### src/rtl/nibble_serial_addsub_ctrl.sv
// Nibble-serial 16-bit adder/subtractor.
// One 4-bit ripple slice is reused for four cycles, low nibble first.
module nibble_serial_addsub_ctrl (
    input  logic        clk,
    input  logic        rst_n,
    input  logic        start,
    input  logic        op_sub,
    input  logic [15:0] a,
    input  logic [15:0] b,
    output logic        ready,
    output logic        busy,
    output logic        done,
    output logic [15:0] result,
    output logic        carry,
    output logic        ovf
);

    localparam int unsigned W  = 16;
    localparam int unsigned NW = 4;

    typedef enum logic [1:0] {
        S_IDLE = 2'd0,
        S_RUN  = 2'd1,
        S_DONE = 2'd2
    } state_t;

    state_t          state;
    state_t          state_nxt;
    logic [W-1:0]    a_q;
    logic [W-1:0]    b_q;
    logic            op_q;
    logic [1:0]      idx;
    logic [NW-1:0]   an;
    logic [NW-1:0]   bx;
    logic [NW-1:0]   s;
    logic [NW:0]     c;

    // State register.
    always_ff @(posedge clk or negedge rst_n) begin
        if (!rst_n) begin
            state <= S_IDLE;
        end else begin
            state <= state_nxt;
        end
    end

    // Next-state logic; start only matters in IDLE.
    always_comb begin
        state_nxt = state;
        case (state)
            S_IDLE:  if (start) state_nxt = S_RUN;
            S_RUN:   if (idx == 2'd3) state_nxt = S_DONE;
            S_DONE:  state_nxt = S_IDLE;
            default: state_nxt = S_IDLE;
        endcase
    end

    // Handshake outputs decoded directly from the state.
    always_comb begin
        ready = 1'b0;
        busy  = 1'b0;
        done  = 1'b0;
        case (state)
            S_IDLE:  ready = 1'b1;
            S_RUN:   busy  = 1'b1;
            S_DONE:  done  = 1'b1;
            default: ready = 1'b0;
        endcase
    end

    // 4-bit ripple slice of four full adders; B is inverted for subtraction.
    always_comb begin
        an   = NW'(a_q >> (NW * 32'(idx)));
        bx   = NW'(b_q >> (NW * 32'(idx))) ^ {NW{op_q}};
        c    = '0;
        s    = '0;
        c[0] = carry;
        for (int i = 0; i < int'(NW); i++) begin
            s[i]   = an[i] ^ bx[i] ^ c[i];
            c[i+1] = (an[i] & bx[i]) | (c[i] & (an[i] ^ bx[i]));
        end
    end

    // Operand capture and per-nibble result/carry update.
    always_ff @(posedge clk or negedge rst_n) begin
        if (!rst_n) begin
            a_q    <= '0;
            b_q    <= '0;
            op_q   <= 1'b0;
            idx    <= 2'd0;
            result <= '0;
            carry  <= 1'b0;
            ovf    <= 1'b0;
        end else begin
            case (state)
                S_IDLE: begin
                    if (start) begin
                        a_q    <= a;
                        b_q    <= b;
                        op_q   <= op_sub;
                        idx    <= 2'd0;
                        carry  <= op_sub;
                        result <= '0;
                        ovf    <= 1'b0;
                    end
                end
                S_RUN: begin
                    result[NW*32'(idx) +: NW] <= s;
                    carry <= c[NW];
                    idx   <= idx + 2'd1;
                    if (idx == 2'd3) begin
                        ovf <= c[NW-1] ^ c[NW];
                    end
                end
                default: begin
                end
            endcase
        end
    end

endmodule

### config.mk
export PLATFORM = sky130hd
export DESIGN_NAME = nibble_serial_addsub_ctrl
export DESIGN_NICKNAME = d
export VERILOG_FILES = /design/src/rtl/nibble_serial_addsub_ctrl.sv
export SDC_FILE = /design/constraint.sdc
export NUM_CORES = 1
export LEC_CHECK = 0
export CAP_MARGIN = 30
export CORE_MARGIN = 1.5
export CORE_UTILIZATION = 54
export CTS_CLUSTER_DIAMETER = 30
export CTS_CLUSTER_SIZE = 10
export DETAILED_ROUTE_END_ITERATION = 10
export PLACE_DENSITY = 0.84
export SLEW_MARGIN = 20
export SYNTH_ARGS = -nofsm -noshare
export SYNTH_HDL_FRONTEND = slang
export SYNTH_SLANG_ARGS = --single-unit
### constraint.sdc
create_clock -name clk -period 4.52 [get_ports clk]
set_clock_uncertainty 0.05 [all_clocks]
set_input_delay 0.904 -clock clk [delete_from_list [all_inputs] [get_ports clk]]
set_output_delay 0.904 -clock clk [all_outputs]
set_load 0.02 [all_outputs]
==> results by group, run 1 <==
Floorplanning
  – FP Rows: 25
  – Die area: between 5000 and 6000 sq um
  – Die Y: roughly 73 um
  – I/O Pins: 57
  – Starting Density: a little under three fifths
  – Core region area: about 4700 sq um
  – Die Wd: around 73 um

CTS
  – CTS root buf: clkbuf_8
  – TritonCTS Buffers: 5
  – Worst skew pair latency: around 0.31 ns
  – Sink Count: 55
  – Cts hold-fix bufs: 0
  – Post-CTS setup buffers: 0
  – Worst-path clk slew: 0.09 ns
  – CTS tree: yes
  – CTS max path bufs: 2
  – CTS resizes: 0
  – Htree depth: 2

Cells and area
  – Antenna Cells: 0
  – Share of layout cells above drive strength 1: 7.62%
  – Fin util: about 70%
  – Fin cells: approximately 360
  – # nets final: ~350
  – Area Overhead vs Synth: 25.0%

Setup path
  – Critical Path End Type: flop
  – Critical path's slowest cell: dfrtp_1
  – CP most frequent cell: fa_1
  – CP delay by family, top: adder cells
  – WS Path Type: reg2reg
  – Worst EP required: roughly 4.7 ns
  – Slowest Stage Delay on Critical Path: 0.86 ns
  – Worst setup SP type: flop
  – CP arrival: 3.77 ns
  – R2R Path Start: idx[0]$_DFFE_PN0P_
  – CP Buf/Inv Count: 3
  – Critical path cell sequence: mux4_2, xor2_1, fa_1, inv_1, fa_1, inv_1, fa_1, inv_1, fa_1, xor2_1, nor2_1, mux2_2
  – Worst Setup SP: idx[0]$_DFFE_PN0P_
  – Worst Path Max Fanout: 19

Timing
  – Hold slack final: 0.428 ns
  – Fmax: approximately 0.28 GHz
  – Max-slew headroom: between 40% and 50%
  – Final hold violation count: 0
  – Final setup fails: 0
  – Minimum clock period: between 3 and 4 ns
  – RSZ-0062 raised after global routing: false
  – Measured slew at the worst slew-check pin: ~0.77 ns
  – Max-slew violations: 0
  – TNS Setup: 0 ns
  – Post-route clock period utilization: roughly four fifths

Route
  – Starting DRT DRC Count: approximately 110
  – Total number of vias: between 1500 and 2000
  – Via density: about 5.3
  – Drt drc: 0
  – Post-route ant nets: 0
  – Average wire per standard cell: around 14 um
  – First-pass detailed-route iteration total: 7
  – Final wirelength: 5.06 mm

Yosys
  – Ys Warns: 0
  – Syn avg cell area: about 10 sq um
  – Flops & latches, synth: 55
  – Share of the synthesized area in the top cell type: 52.7%
  – Synth area leader: dfrtp_1
  – Part of the Yosys area used for sequential elements: 52.7%
  – Synth cell count leaders: nand2_1, dfrtp_1, a22o_1, mux4_2, o2bb2ai_1
  – Count leader, synth: nand2_1
  – Number of synthesized flops with an enable pin: 0
  – Mapped cell area: ~2600 sq um
  – Ranking of synthesized cells by area: dfrtp_1, nand2_1, mux4_2
  – Asr flop ratio synth: between 90% and 100%
  – Syn nets: around 290
  – Top_reg_cell synth: dfrtp_1
  – Synth cell types: 35
  – Synth Instances: 249

Placed design
  – Placed Cells: 348
  – Detailed placement HPWL: roughly 3.8 mm
  – Number of port buffers: 56
  – RD Place Congestion: roughly 0.82

Power and ir drop
  – Power Total: 2550 uW
  – Static Leak: approximately 0.0016 uW
  – Worst IR Drop VDD: 0.423 mV
  – PD cells: approximately 780 nW/um^2

GRT
  – First-pass GRT wire length: approximately 8.6 mm
  – Grt ovf: 0
  – Largest net degree at the start of global routing: 56
  – Tot GR Track Use: between 20 and 25%
  – Initial antenna violation count: 0
  – Number of global-route vias before repair: approximately 1800

Min path
  – HP Start: a_q[9]$_DFFE_PN0P_
  – Hold Crit Class: reg2reg

Status
  – Status: completed

Job
  – Max_cap viols: 0
## logic make-up (layout without fill, tap and decap cells)
family | count (synthesis) | in the layout | synth area share (%)
AND/OR/NAND/NOR | 126 | 126 | 20.3
flip-flops | 55 | 55 | 52.7
AO/OA/AOI/OAI | 24 | 24 | 7.48
buffers and inverters | 22 | 75 | 5.51
multiplexers | 9 | 9 | 7.33
adder cells (fa/ha/maj) | 8 | 8 | 4.98
XOR/XNOR | 5 | 5 | 1.68
## power breakdown
part	switching, uW	total [uW]	internal (uW)
clock	152	278	126
sequential	187	896	709
combinational	733	1370	640
total	1070	2550	1470
## sequential cells by signal, indices dropped and copies added (netlist names)
name,count
carry,1
idx,2
ovf,1
b_q,16
a_q,16
result,16
op_q,1
state,2
## per-layer routing
layer  up-vias  share of wire, %  global-route usage [%]
li1        923                 -                       -
met1       898                45                    29.6
met2        62                49                    35.3
met3         5               4.4                    4.17
met4         0               1.4                    6.92
met5         -                 0                       0
## path summary, 6_finish.rpt
kind,cells past startpoint,endpoint,slack [ns]
worst max-delay path,12,ovf$_DFFE_PN0P_,0.89
worst min-delay path,2,a_q[9]$_DFFE_PN0P_,0.43
worst max register to register,12,ovf$_DFFE_PN0P_,0.89
worst min register to register,2,a_q[9]$_DFFE_PN0P_,0.43
max in group asynchronous,2,b_q[8]$_DFFE_PN0P_,3.32
min in group asynchronous,2,result[12]$_DFFE_PN0P_,0.66
## layout make-up
type                    count  area (sq um)
clock buffers               7          86.3
clock inverters             1          8.76
fillers                   363          1430
inverters                   8          30.0
multi-input cells         172          1100
flip-flops and latches     55          1380
well taps                  54          67.6
repair buffers             59           598
## cell usage in the layout, fill, tap and decap left out, drive strengths merged, types with 2 or more instances in the layout
master and instances:
a21o 4, a22o 8, buf 4, clkbuf 7, clkdlybuf4s50 55, dfrtp 55
fa 4, ha 4, inv 8, mux4 8, nand2 105, nand2b 3
nand3 3, nor2 4, o21ai 2, o2bb2ai 8, xnor2 2, xor2 3
## stage by stage
step	instance area, sq um	setup WS, ns
floorplan	2610	1.44
global placement	3140	1.03
detailed placement	3170	0.889
CTS	3260	0.846
global route	3260	0.655
finish	3260	0.894
## worst register-to-register path, cell delays in order, from the launching register on
cell,delay (ns)
dfrtp_1,0.86
mux4_2,0.60
xor2_1,0.18
fa_1,0.19
inv_1,0.05
fa_1,0.35
inv_1,0.07
fa_1,0.21
inv_1,0.07
fa_1,0.41
xor2_1,0.14
nor2_1,0.06
mux2_2,0.27
Note: power is estimated with default switching activity, not from simulation.
==> run 2, diff against run 1 <==
--- a/config.mk
+++ b/config.mk
@@ -7,11 +7,11 @@
 export LEC_CHECK = 0
 export CAP_MARGIN = 30
 export CORE_MARGIN = 1.5
-export CORE_UTILIZATION = 54
+export CORE_UTILIZATION = 45
 export CTS_CLUSTER_DIAMETER = 30
 export CTS_CLUSTER_SIZE = 10
 export DETAILED_ROUTE_END_ITERATION = 10
-export PLACE_DENSITY = 0.84
+export PLACE_DENSITY = 0.75
 export SLEW_MARGIN = 20
 export SYNTH_ARGS = -nofsm -noshare
 export SYNTH_HDL_FRONTEND = slang
==> constraint.sdc (replaced) <==
create_clock -name clk -period 3.3 [get_ports clk]
set_clock_uncertainty 0.05 [all_clocks]
set_input_delay 0.66 -clock clk [delete_from_list [all_inputs] [get_ports clk]]
set_output_delay 0.66 -clock clk [all_outputs]
set_load 0.02 [all_outputs]
==> results by group, run 2 (same netlist as run 1, synthesis figures left out) <==
Timing
  – Final setup fails: 0
  – Post-route clock period utilization: just over 90%
  – Minimum clock period: ~3.0 ns
  – RSZ-0062 raised after global routing: false
  – Fmax: between 0.3 and 0.4 GHz
  – Max-slew violations: 0
  – Final hold violation count: 0
  – Max-slew headroom: 50.8%
  – Measured slew at the worst slew-check pin: 0.738 ns
  – TNS Setup: 0 ns

Cells and area
  – Most common cell after layout, fill and taps aside: nand2_1
  – Fin cells: between 300 and 400
  – # nets final: 350
  – Fin util: 59.5%
  – Multi-input gate area in the final layout: approximately 1100 sq um
  – Share of layout cells above drive strength 1: under 10%
  – Commonest cells after routing, fill and taps aside: nand2_1, dfrtp_1, clkdlybuf4s50_1
  – Filler Cells Inserted: 493
  – Fin area: 3300 sq um
  – Largest registers: a_q x16, b_q x16, result x16
  – Area Overhead vs Synth: 26.3%
  – Antenna Cells: 0
  – Seq. cell area: 1380 sq um

Power and ir drop
  – Static Leak: between 0.0015 and 0.002 uW
  – Cell Int Power: roughly 2000 uW
  – Sw Ratio: approximately 43%
  – Sw power: ~1500 uW
  – Comb pwr share: 55.8%
  – Clock Power Share: 10.3%
  – Power Total: roughly 3500 uW
  – PD cells: between 1000 and 1500 nW/um^2
  – Sequential fraction of design power: approximately 34%
  – Worst IR Drop VDD: between 0.6 and 0.7 mV

Floorplanning
  – FP Rows: 27
  – Die area: 6270 sq um
  – Die Y: around 80 um
  – I/O Pins: between 50 and 60
  – Starting Density: about 47%
  – Die Wd: about 79 um
  – Core region area: 5540 sq um

Route
  – Total number of vias: between 1500 and 2000
  – Drt drc: 0
  – First-pass detailed-route iteration total: 4
  – Via density: ~5
  – Starting DRT DRC Count: 79
  – Final wirelength: roughly 5.1 mm
  – Average wire per standard cell: between 10 and 15 um
  – Post-route ant nets: 0

Job
  – Max_cap viols: 0

Placed design
  – Placed Area: 3210 sq um
  – RD Place Congestion: slightly above 0.8
  – Placed Cells: ~370
  – Detailed placement HPWL: just under 4 mm
  – Number of port buffers: 56

CTS
  – Post-CTS setup buffers: 0
  – TritonCTS Buffers: 5
  – CTS root buf: clkbuf_8
  – Sink Count: 55
  – Cts hold-fix bufs: 0
  – CTS tree: yes
  – Worst skew pair latency: 0.31 ns
  – Htree depth: 2
  – Worst-path clk slew: 0.10 ns
  – CTS resizes: 0
  – CTS max path bufs: 2

Setup path
  – Setup crit end: ovf$_DFFE_PN0P_
  – Worst Path Max Fanout: 4
  – Worst EP required: 3.45 ns
  – Worst setup SP type: flop
  – Slowest Stage Delay on Critical Path: approximately 0.52 ns
  – R2r setup slk: 0.25 ns
  – CP arrival: approximately 3.2 ns
  – R2r endpoint: ovf$_DFFE_PN0P_
  – Critical path cell sequence: mux4_2, xor2_1, fa_1, inv_1, fa_1, inv_1, fa_1, inv_1, fa_1, xor2_1, nor2_1, mux2_2
  – Worst Setup SP: idx[0]$_DFFE_PN0P_
  – R2R depth: 12
  – WS Path Type: reg2reg
  – Critical path's slowest cell: mux4_2
  – CP most frequent cell: fa_1
  – R2R Path Start: idx[0]$_DFFE_PN0P_
  – Critical Path End Type: flop

GRT
  – Initial antenna violation count: 0
  – First-pass GRT wire length: about 8.6 mm
  – Number of global-route vias before repair: approximately 1800
  – Tot GR Track Use: 17.6%
  – Largest net degree at the start of global routing: 24
  – Grt ovf: 0

Min path
  – Hold Crit Class: in2async

Status
  – Status: completed
==> run 2: cell count changes in the layout (fill, tap and decap cells not counted) <==
cell,delta
buf_16,-1
buf_4,+6
clkbuf_1,-1
clkbuf_8,-1
clkinv_2,+1
clkinv_4,-1
clkinvlp_4,+2
==> run 2: worst min-delay path by stage <==
stage and to:
3_5_place_dp a_q[9]$_DFFE_PN0P_, 2_1_floorplan a_q[0]$_DFFE_PN0P_, 5_1_grt ovf$_DFFE_PN0P_, 4_1_cts ovf$_DFFE_PN0P_, 6_report a_q[14]$_DFFE_PN0P_, 3_3_place_gp b_q[15]$_DFFE_PN0P_
==> run 2: power groups by stage <==
stage	registers, uW	clock network [uW]	logic, uW
6_report	1190	363	1960
5_1_grt	1230	401	2150
4_1_cts	1190	373	1980
3_5_place_dp	1210	0	1970
3_3_place_gp	1190	0	1940
2_1_floorplan	1200	0	1360
==> run 2: layout make-up <==
class,count,share of cell area [%]
inverter,8,0.910
timing repair buffer,64,18.7
clock buffer,5,2.09
clock inverter,3,0.607
multi-input combinational,172,33.3
sequential,55,41.7
tap,72,2.73
==> run 2: stage by stage <==
step / setup WS, ns / hold slack, ns
2_1_floorplan: 0.223 / 0.314
3_3_place_gp: 0.278 / 0.405
3_5_place_dp: 0.262 / 0.410
4_1_cts: 0.238 / 0.254
5_1_grt: 0.0930 / 0.293
6_report: 0.253 / 0.246
==> run 2: critical path, delay by kind of cell, from the launching register on <==
family        cells  cell delay (ns)
xor+xnor          2             0.31
fa+ha+maj         4             1.12
buf+inv           3             0.19
flops             1             0.43
mux               2             0.79
simple gates      1             0.05
==> run 2: layer usage <==
| metal | track usage, % | part of all wire (%) | routed length, um | vias up |
|---|---|---|---|---|
| li1 | - | - | - | 932 |
| met3 | 3.56 | 4.4 | 221 | 7 |
| met1 | 24.7 | 47 | 2380 | 905 |
| met2 | 27.9 | 47 | 2400 | 58 |
| met4 | 5.09 | 1.0 | 52 | 0 |
| met5 | 0 | 0 | 0 | - |
